<file path="src/rtl/match_controller_pkg.sv">
// Shared definitions for the Pong match sequencer: screen states, input codes,
// winner codes, default timing parameters and a saturating score helper.
package match_controller_pkg;

  typedef enum logic [2:0] {
    ST_IDLE,
    ST_SERVE,
    ST_PLAY,
    ST_POINT,
    ST_PAUSE,
    ST_OVER
  } state_e;

  localparam logic [1:0] GOAL_NONE = 2'b00;
  localparam logic [1:0] GOAL_P1   = 2'b01;
  localparam logic [1:0] GOAL_P2   = 2'b10;
  localparam logic [1:0] GOAL_BOTH = 2'b11;

  localparam logic [1:0] PSEL_RESUME     = 2'd0;
  localparam logic [1:0] PSEL_RESTART    = 2'd1;
  localparam logic [1:0] PSEL_QUIT       = 2'd2;
  localparam logic [1:0] PSEL_RESUME_ALT = 2'd3;

  localparam logic [1:0] WINNER_NONE = 2'b00;
  localparam logic [1:0] WINNER_P1   = 2'b01;
  localparam logic [1:0] WINNER_P2   = 2'b10;

  localparam int CNT_W = 8;

  localparam int DEF_WIN_SCORE   = 9;
  localparam int DEF_SERVE_DELAY = 60;
  localparam int DEF_POINT_HOLD  = 90;
  localparam int DEF_OVER_HOLD   = 180;

  function automatic logic [3:0] sat_inc(input logic [3:0] s, input logic [3:0] lim);
    return (s >= lim) ? lim : s + 4'd1;
  endfunction

endpackage

</file>
<file path="src/rtl/match_controller_if.sv">
// Match controller signal bundle: tick/button inputs toward the controller,
// screen enables, scores and game gating back toward the game blocks.
interface match_controller_if;
  import match_controller_pkg::*;

  logic       frame_tick;
  logic       enter;
  logic       pause_req;
  logic [1:0] pause_selection;
  logic [1:0] goal;

  logic       game_step;
  logic       ball_reset;
  logic       serve_dir;
  logic       enable_start;
  logic       enable_game;
  logic       enable_pause;
  logic       enable_over;
  logic [3:0] score_one;
  logic [3:0] score_two;
  logic [1:0] winner;
  state_e     state_dbg;

  // All inputs are single-cycle pulses or levels sampled on the rising clock edge;
  // there is no backpressure, so no valid/ready pairing exists on this bundle.
  modport master (
    output frame_tick, enter, pause_req, pause_selection, goal,
    input  game_step, ball_reset, serve_dir, enable_start, enable_game,
           enable_pause, enable_over, score_one, score_two, winner, state_dbg
  );

  modport slave (
    input  frame_tick, enter, pause_req, pause_selection, goal,
    output game_step, ball_reset, serve_dir, enable_start, enable_game,
           enable_pause, enable_over, score_one, score_two, winner, state_dbg
  );
endinterface

</file>
<file path="src/rtl/match_controller_frame_delay.sv">
// Frame_tick counter with clear, hold (run low) and terminal-count compare.
// done fires on the tick that brings the count to limit; reached is a level.
module match_controller_frame_delay
  import match_controller_pkg::*;
(
  input  logic             clk,
  input  logic             reset,
  input  logic             clear,
  input  logic             run,
  input  logic             frame_tick,
  input  logic [CNT_W-1:0] limit,
  output logic             done,
  output logic             reached
);

  logic [CNT_W-1:0] count;
  logic [CNT_W:0]   count_inc;

  assign count_inc = {1'b0, count} + {{CNT_W{1'b0}}, 1'b1};
  assign done      = run & frame_tick & (count_inc == {1'b0, limit});
  assign reached   = (count >= limit);

  // Saturates at limit so a long stay in OVER never wraps back below it.
  always_ff @(posedge clk) begin
    if (reset || clear) begin
      count <= '0;
    end else if (run && frame_tick && (count != limit)) begin
      count <= count_inc[CNT_W-1:0];
    end
  end

endmodule

</file>
<file path="src/rtl/match_controller.sv">
// Pong match sequencer: screen mode FSM, game tick gating, serve requests,
// score keeping and winner detection.
module match_controller
  import match_controller_pkg::*;
#(
  parameter int WIN_SCORE   = DEF_WIN_SCORE,
  parameter int SERVE_DELAY = DEF_SERVE_DELAY,
  parameter int POINT_HOLD  = DEF_POINT_HOLD,
  parameter int OVER_HOLD   = DEF_OVER_HOLD
) (
  input  logic               clk,
  input  logic               reset,
  match_controller_if.slave  bus
);

  localparam logic [3:0]       WIN       = 4'(WIN_SCORE);
  localparam logic [CNT_W-1:0] SERVE_LIM = CNT_W'(SERVE_DELAY);
  localparam logic [CNT_W-1:0] POINT_LIM = CNT_W'(POINT_HOLD);
  localparam logic [CNT_W-1:0] OVER_LIM  = CNT_W'(OVER_HOLD);

  state_e           state, state_next, ret_state;
  logic             score_clear, goal_one, goal_two, resume;
  logic             cnt_clear, cnt_run, cnt_done, cnt_reached;
  logic [CNT_W-1:0] cnt_limit;
  logic [3:0]       s1_inc, s2_inc;

  assign s1_inc = sat_inc(bus.score_one, WIN);
  assign s2_inc = sat_inc(bus.score_two, WIN);

  assign bus.game_step = bus.frame_tick & (state == ST_PLAY);
  assign bus.state_dbg = state;

  // Leaving for PAUSE and resuming from it keep the count; every other entry restarts it.
  assign cnt_clear = (state_next != state) && (state_next != ST_PAUSE) && !resume;
  assign cnt_run   = (state == ST_SERVE) || (state == ST_POINT) || (state == ST_OVER);

  always_comb begin
    cnt_limit = OVER_LIM;
    case (state)
      ST_SERVE: cnt_limit = SERVE_LIM;
      ST_POINT: cnt_limit = POINT_LIM;
      default:  cnt_limit = OVER_LIM;
    endcase
  end

  match_controller_frame_delay u_frame_delay (
    .clk        (clk),
    .reset      (reset),
    .clear      (cnt_clear),
    .run        (cnt_run),
    .frame_tick (bus.frame_tick),
    .limit      (cnt_limit),
    .done       (cnt_done),
    .reached    (cnt_reached)
  );

  always_comb begin
    state_next  = state;
    score_clear = 1'b0;
    goal_one    = 1'b0;
    goal_two    = 1'b0;
    resume      = 1'b0;
    case (state)
      ST_IDLE: begin
        if (bus.enter) begin
          state_next  = ST_SERVE;
          score_clear = 1'b1;
        end
      end
      ST_SERVE: begin
        if (cnt_done)           state_next = ST_PLAY;
        else if (bus.pause_req) state_next = ST_PAUSE;
      end
      ST_PLAY: begin
        // A goal outranks a simultaneous pause request.
        case (bus.goal)
          GOAL_P1: begin
            goal_one   = 1'b1;
            state_next = (s1_inc == WIN) ? ST_OVER : ST_POINT;
          end
          GOAL_P2: begin
            goal_two   = 1'b1;
            state_next = (s2_inc == WIN) ? ST_OVER : ST_POINT;
          end
          GOAL_NONE, GOAL_BOTH: begin
            if (bus.pause_req) state_next = ST_PAUSE;
          end
          default: state_next = state;
        endcase
      end
      ST_POINT: begin
        if (cnt_done) state_next = ST_SERVE;
      end
      ST_PAUSE: begin
        if (bus.enter) begin
          case (bus.pause_selection)
            PSEL_RESUME, PSEL_RESUME_ALT: begin
              state_next = ret_state;
              resume     = 1'b1;
            end
            PSEL_RESTART: begin
              state_next  = ST_SERVE;
              score_clear = 1'b1;
            end
            PSEL_QUIT: begin
              state_next  = ST_IDLE;
              score_clear = 1'b1;
            end
            default: state_next = state;
          endcase
        end
      end
      ST_OVER: begin
        if (bus.enter && cnt_reached) begin
          state_next  = ST_IDLE;
          score_clear = 1'b1;
        end
      end
      default: state_next = ST_IDLE;
    endcase
  end

  always_ff @(posedge clk) begin
    if (reset) begin
      state            <= ST_IDLE;
      ret_state        <= ST_SERVE;
      bus.ball_reset   <= 1'b0;
      bus.enable_start <= 1'b1;
      bus.enable_game  <= 1'b0;
      bus.enable_pause <= 1'b0;
      bus.enable_over  <= 1'b0;
    end else begin
      state <= state_next;
      if ((state_next == ST_PAUSE) && (state != ST_PAUSE)) ret_state <= state;
      bus.ball_reset   <= (state_next == ST_SERVE) && (state != ST_SERVE);
      bus.enable_start <= (state_next == ST_IDLE);
      bus.enable_game  <= (state_next == ST_SERVE) || (state_next == ST_PLAY) ||
                          (state_next == ST_POINT);
      bus.enable_pause <= (state_next == ST_PAUSE);
      bus.enable_over  <= (state_next == ST_OVER);
    end
  end

  always_ff @(posedge clk) begin
    if (reset || score_clear) begin
      bus.score_one <= 4'd0;
      bus.score_two <= 4'd0;
      bus.winner    <= WINNER_NONE;
      bus.serve_dir <= 1'b0;
    end else if (goal_one) begin
      bus.score_one <= s1_inc;
      bus.serve_dir <= 1'b1;
      if (s1_inc == WIN) bus.winner <= WINNER_P1;
    end else if (goal_two) begin
      bus.score_two <= s2_inc;
      bus.serve_dir <= 1'b0;
      if (s2_inc == WIN) bus.winner <= WINNER_P2;
    end
  end

endmodule
</file>
<file path="src/flat_wrapper.sv">
// flat-port wrapper written by rule: the top's interface ports become plain ports
module match_controller_flat import match_controller_pkg::*;
#(
  parameter int WIN_SCORE   = DEF_WIN_SCORE,
  parameter int SERVE_DELAY = DEF_SERVE_DELAY,
  parameter int POINT_HOLD  = DEF_POINT_HOLD,
  parameter int OVER_HOLD   = DEF_OVER_HOLD
)
  (clk, reset, bus_frame_tick, bus_enter, bus_pause_req, bus_pause_selection, bus_goal, bus_game_step, bus_ball_reset, bus_serve_dir, bus_enable_start, bus_enable_game, bus_enable_pause, bus_enable_over, bus_score_one, bus_score_two, bus_winner, bus_state_dbg);
  match_controller_if bus_i ();
  input  logic clk;
  input  logic reset;
  input wire logic [$bits(bus_i.frame_tick)-1:0] bus_frame_tick;
  input wire logic [$bits(bus_i.enter)-1:0] bus_enter;
  input wire logic [$bits(bus_i.pause_req)-1:0] bus_pause_req;
  input wire logic [$bits(bus_i.pause_selection)-1:0] bus_pause_selection;
  input wire logic [$bits(bus_i.goal)-1:0] bus_goal;
  output wire logic [$bits(bus_i.game_step)-1:0] bus_game_step;
  output wire logic [$bits(bus_i.ball_reset)-1:0] bus_ball_reset;
  output wire logic [$bits(bus_i.serve_dir)-1:0] bus_serve_dir;
  output wire logic [$bits(bus_i.enable_start)-1:0] bus_enable_start;
  output wire logic [$bits(bus_i.enable_game)-1:0] bus_enable_game;
  output wire logic [$bits(bus_i.enable_pause)-1:0] bus_enable_pause;
  output wire logic [$bits(bus_i.enable_over)-1:0] bus_enable_over;
  output wire logic [$bits(bus_i.score_one)-1:0] bus_score_one;
  output wire logic [$bits(bus_i.score_two)-1:0] bus_score_two;
  output wire logic [$bits(bus_i.winner)-1:0] bus_winner;
  output wire logic [$bits(bus_i.state_dbg)-1:0] bus_state_dbg;
  assign bus_i.frame_tick = bus_frame_tick;
  assign bus_i.enter = bus_enter;
  assign bus_i.pause_req = bus_pause_req;
  assign bus_i.pause_selection = bus_pause_selection;
  assign bus_i.goal = bus_goal;
  assign bus_game_step = bus_i.game_step;
  assign bus_ball_reset = bus_i.ball_reset;
  assign bus_serve_dir = bus_i.serve_dir;
  assign bus_enable_start = bus_i.enable_start;
  assign bus_enable_game = bus_i.enable_game;
  assign bus_enable_pause = bus_i.enable_pause;
  assign bus_enable_over = bus_i.enable_over;
  assign bus_score_one = bus_i.score_one;
  assign bus_score_two = bus_i.score_two;
  assign bus_winner = bus_i.winner;
  assign bus_state_dbg = bus_i.state_dbg;
  match_controller #(.WIN_SCORE(WIN_SCORE), .SERVE_DELAY(SERVE_DELAY), .POINT_HOLD(POINT_HOLD), .OVER_HOLD(OVER_HOLD)) u_core (.clk(clk), .reset(reset), .bus(bus_i));
endmodule
</file>
<file path="config.mk">
export PLATFORM = sky130hd
export DESIGN_NAME = match_controller_flat
export DESIGN_NICKNAME = d
export VERILOG_FILES = /design/src/rtl/match_controller_pkg.sv /design/src/rtl/match_controller_if.sv /design/src/rtl/match_controller_frame_delay.sv /design/src/rtl/match_controller.sv /design/src/flat_wrapper.sv
export SDC_FILE = /design/constraint.sdc
export NUM_CORES = 1
export LEC_CHECK = 0
export CORE_MARGIN = 5
export CORE_UTILIZATION = 40
export DETAILED_ROUTE_END_ITERATION = 8
export MAX_ROUTING_LAYER = met4
export SETUP_SLACK_MARGIN = 0.1
export SLEW_MARGIN = 20
export SYNTH_ARGS = -nofsm -noshare
export SYNTH_HDL_FRONTEND = slang
export SYNTH_SLANG_ARGS = --single-unit
</file>
<file path="constraint.sdc">
create_clock -name clk -period 3.75 [get_ports clk]
set_input_delay 0.75 -clock clk [delete_from_list [all_inputs] [get_ports clk]]
set_output_delay 0.75 -clock clk [all_outputs]
set_load 0.02 [all_outputs]
</file>
==> impl.org <==
** Setup path
- Maximum fanout count along the critical path :: 8
- For flop-to-flop paths, the worst setup slack is 610 ps.
- Crit path DAT :: 3280 ps
- Maximum cell stage delay along the critical path :: 510 ps
- Category of the worst setup path capture point :: flip-flop
- CP bufs+invs :: 2
- Worst path top cell family by delay :: compound AO/OA/AOI/OAI gates
- Critical-path top delay cell :: clkdlybuf4s50_1
- STA puts the critical path data required time at 3880 ps.
- The signal on the critical path passes through clkdlybuf4s50_1 -> inv_1 -> ha_1 -> o21a_1 -> o31ai_1 -> a31oi_1 -> a21o_1 -> or2_2 -> and2_1 -> o221ai_2 -> a211oi_1.
- By startpoint and endpoint, the worst setup path is classified as input port to flip-flop.
- The worst setup path is launched from an input port.

** Synth
- Synth top area share :: 29.0%
- After synthesis the cells add up to 2070 µm².
- Proportion of register bits with asynchronous set or reset after synthesis :: 0%
- The synthesized netlist devotes 4.65% of its cell area to XOR and XNOR gates.
- In this run, synthesis produced a sequential element count of 30.
- Synthesis produced a netlist whose cell count is 260.
- The netlist uses 48 different library cells.
- Area share of and/or/nand/nor cells after synthesis :: 26.6%
- Post-Syn Nets :: 284
- The Yosys step of the flow raised 0 warnings.
- Area share of fa/ha/maj cells after synthesis :: 9.06%
- A synthesized cell averages 7.97 µm².
- Complex-gate fraction of the synthesized area :: 22.9%
- Counting flops with a built-in enable in the synthesized netlist gives 0.
- Prevailing post-synth register cell :: dfxtp_1
- dfxtp_1 takes more of the synthesized area than any other cell.
- In the synthesized netlist, mux cells make up 2.48% of the area.
- Combinational family with the most area after synthesis :: simple AND/OR/NAND/NOR gates
- By area the synthesized netlist is led by dfxtp_1 (29%), ha_1 (9.1%), a211oi_1 (5.1%), nor2_1 (4.7%), a21oi_1 (4.6%).
- For this run, the register share of the synthesized area comes to 29.0%.

** Clock tree
- Sink Count :: 30
- After clock tree synthesis, the clock-pin slew on the worst setup and hold paths is 70 ps.
- Post-CTS timing repair inserted 0 buffers for setup.
- Hold repair after CTS inserted 0 buffers.
- TritonCTS built the clock tree.
- Largest buffer count on any clock path :: 2
- Number of buffers created by CTS :: 5
- The cell sitting at the root of the clock tree is a clkbuf_8.
- At the later pin of the worst-skew pair, clock insertion delay measures 280 ps.
- H-tree depth reported by CTS :: 2
- After clock tree synthesis, the repair step resized 0 gates.

** Place
- Cells after DPL :: 351
- Buffers placed on the I/O ports in this run total 28.
- Detailed placement finished with a half-perimeter wire length of 3640 µm.
- Weighted congestion reported at the end of routability-driven placement :: 0.893

** STA
- FMAX :: 318 MHz
- Dividing the final minimum period by the clock period gives 83.9%.
- The hold violation total from the final report was 0.
- The number of max-slew violations in the final report came to 0.
- Total setup violations reported at the end of the flow :: 0
- For the final database, setup skew stands at 5.96 ps.
- Adding up every negative setup slack in the final design gives 0 ps.
- Headroom to the max-slew limit :: 55.0%
- The worst path in the final design needs a cycle of 3150 ps, including I/O delays and setup.
- Transition time of the tightest slew-check pin :: 673 ps
- RSZ-0062 raised after global routing :: no

** Route
- Across all layers, the routed design uses 1932 vias.
- Number of nets with antenna violations after detailed routing :: 0
- Using the TritonRoute via totals, the vias-per-cell ratio works out to 5.38.
- In the final routed layout, each cell accounts on average for 13.5 µm.
- DRC :: 0
- First DRT Iteration DRCs :: 83
- The final layout contains routed wiring with a total length of 4840 µm.
- Number of optimization iterations in the first detailed-route pass :: 4

** Global routing
- Total track usage :: 15.9%
- The number of antenna violations at the first check in global routing was 0.
- Largest net degree at the start of global routing :: 19
- Wire length of the first global-routing pass :: 8270 µm
- Via count of the first global-routing pass :: 1849
- After global routing the overflow that remains totals 0.

** Final layout
- Layout overhead on the synthesized area :: 21.9%
- Leaving out fill and tap cells, the most frequent cell in the layout is dfxtp_1.
- Highest-count cells in the layout ignoring fill and taps :: dfxtp_1 (30), clkdlybuf4s50_1 (28), nor2_1 (26)
- After filler insertion, the fill cell instance count of the layout stands at 518.
- Cell Count, Final, Fillers Out :: 359
- Of the cells placed in the final design, the portion with a size suffix greater than 1 is 9.00%.
- For this run, the post-layout net count is 312.
- The repair_antennas step left the layout with diodes totalling 0.

** Floorplanning
- Number of top-level pins :: 29
- Std cell rows :: 26
- Overall die height :: 82.0 µm
- The die covers 6720 µm².
- Floorplan die width :: 82.0 µm
- Initial cell density of the core :: 40.8%
- In this run the standard cell core region covers 5070 µm².

** Outcome
- The run finished with clean final reports.

** Power
- Pwr dens :: 297 nW/µm²
- Worst supply voltage drop on vdd :: 0.000152 V
- Static leakage :: 0.988 nW

** Run
- Number of maximum-capacitance violations :: 0

** Worst hold path
- The tightest min-delay check is of the flip-flop to flip-flop type.
[cell usage after synthesis (2+ instances only)]
| cell type | n |
|---|---|
| mux2i_1 | 4 |
| a21boi_0 | 2 |
| dfxtp_1 | 30 |
| a311oi_1 | 2 |
| nand2_1 | 18 |
| a41oi_1 | 2 |
| nor3_1 | 7 |
| a22oi_1 | 2 |
| nor4b_1 | 3 |
| a21oi_1 | 19 |
| nand3b_1 | 2 |
| o21a_1 | 3 |
| or2_2 | 4 |
| nor2_1 | 26 |
| xor2_1 | 5 |
| and3b_1 | 3 |
| a21o_1 | 4 |
| nand3_1 | 13 |
| and2_1 | 8 |
| buf_2 | 5 |
| o31ai_1 | 4 |
| a31oi_1 | 4 |
| inv_1 | 13 |
| o21ai_0 | 7 |
| nand4_1 | 4 |
| a211oi_1 | 14 |
| clkbuf_1 | 8 |
| nor3b_1 | 2 |
| xnor2_1 | 6 |
| ha_1 | 15 |
| and3_1 | 4 |
[path summary, 6_finish.rpt]
kind                           start                             to  cells past startpoint
max                      bus_goal[0]  u_core.u_frame_delay.count[7]                     11
min             u_core.bus.winner[0]           u_core.bus.winner[0]                      2
max reg2reg  u_core.bus.state_dbg[2]            u_core.ret_state[0]                     10
min reg2reg     u_core.bus.winner[0]           u_core.bus.winner[0]                      2
[power breakdown]
part / total (mW) / internal, mW / switching (mW) / leakage (nW)
combinational: 0.141 / 0.0604 / 0.0802 / 0.697
sequential: 0.335 / 0.328 / 0.00711 / 0.243
clock: 0.273 / 0.147 / 0.126 / 0.0472
[cell families (layout without fill, tap and decap cells)]
| kind of cell | after synthesis | after routing |
|---|---|---|
| adder cells (fa/ha/maj) | 15 | 15 |
| multiplexers | 5 | 5 |
| flip-flops | 30 | 30 |
| buffers and inverters | 27 | 56 |
| XOR/XNOR | 11 | 11 |
| AO/OA/AOI/OAI | 69 | 69 |
| AND/OR/NAND/NOR | 103 | 103 |
[sequential cells by signal, indices dropped and copies added (netlist names)]
name,flops
u_core.bus.enable_over,1
u_core.bus.state_dbg,3
u_core.u_frame_delay.count,8
u_core.bus.winner,2
u_core.bus.enable_start,1
u_core.bus.ball_reset,1
u_core.ret_state,3
u_core.bus.score_one,4
u_core.bus.serve_dir,1
u_core.bus.enable_game,1
u_core.bus.enable_pause,1
u_core.bus.score_two,4
[worst min-delay path, stage by stage (launching register included)]
cell,delay [ps]
dfxtp_1,320
nand2_1,50
a21oi_1,50
[through the flow]
step | hold slack, ps | worst slack, ps | area, µm² | power (mW) | utilization [%]
after global placement | 454 | 385 | 2430 | 0.484 | 47.9
after CTS | 470 | 610 | 2520 | 0.761 | 49.8
final | 467 | 605 | 2520 | 0.749 | 49.8
after floorplan | 439 | 715 | 2070 | 0.432 | -
after global routing | 490 | 392 | 2520 | 0.786 | 49.8
after detailed placement | 455 | 340 | 2430 | 0.483 | 47.9
[layout make-up]
type,instances,area (µm²),area share (%)
flip-flops and latches,30,601,23.8
clock inverters,2,12.5,0.496
inverters,14,55.1,2.18
multi-input cells,203,1360,53.9
repair buffers,34,325,12.9
clock buffers,6,82.6,3.27
well taps,70,87.6,3.47
[per-layer routing]
layer / global-route usage, % / routed length, µm
met5: - / 0
met4: 3.99 / 54
met1: 21.9 / 2470
met3: 2.96 / 158
met2: 24.1 / 2160
No activity file was read; power rests on OpenSTA's default activity.
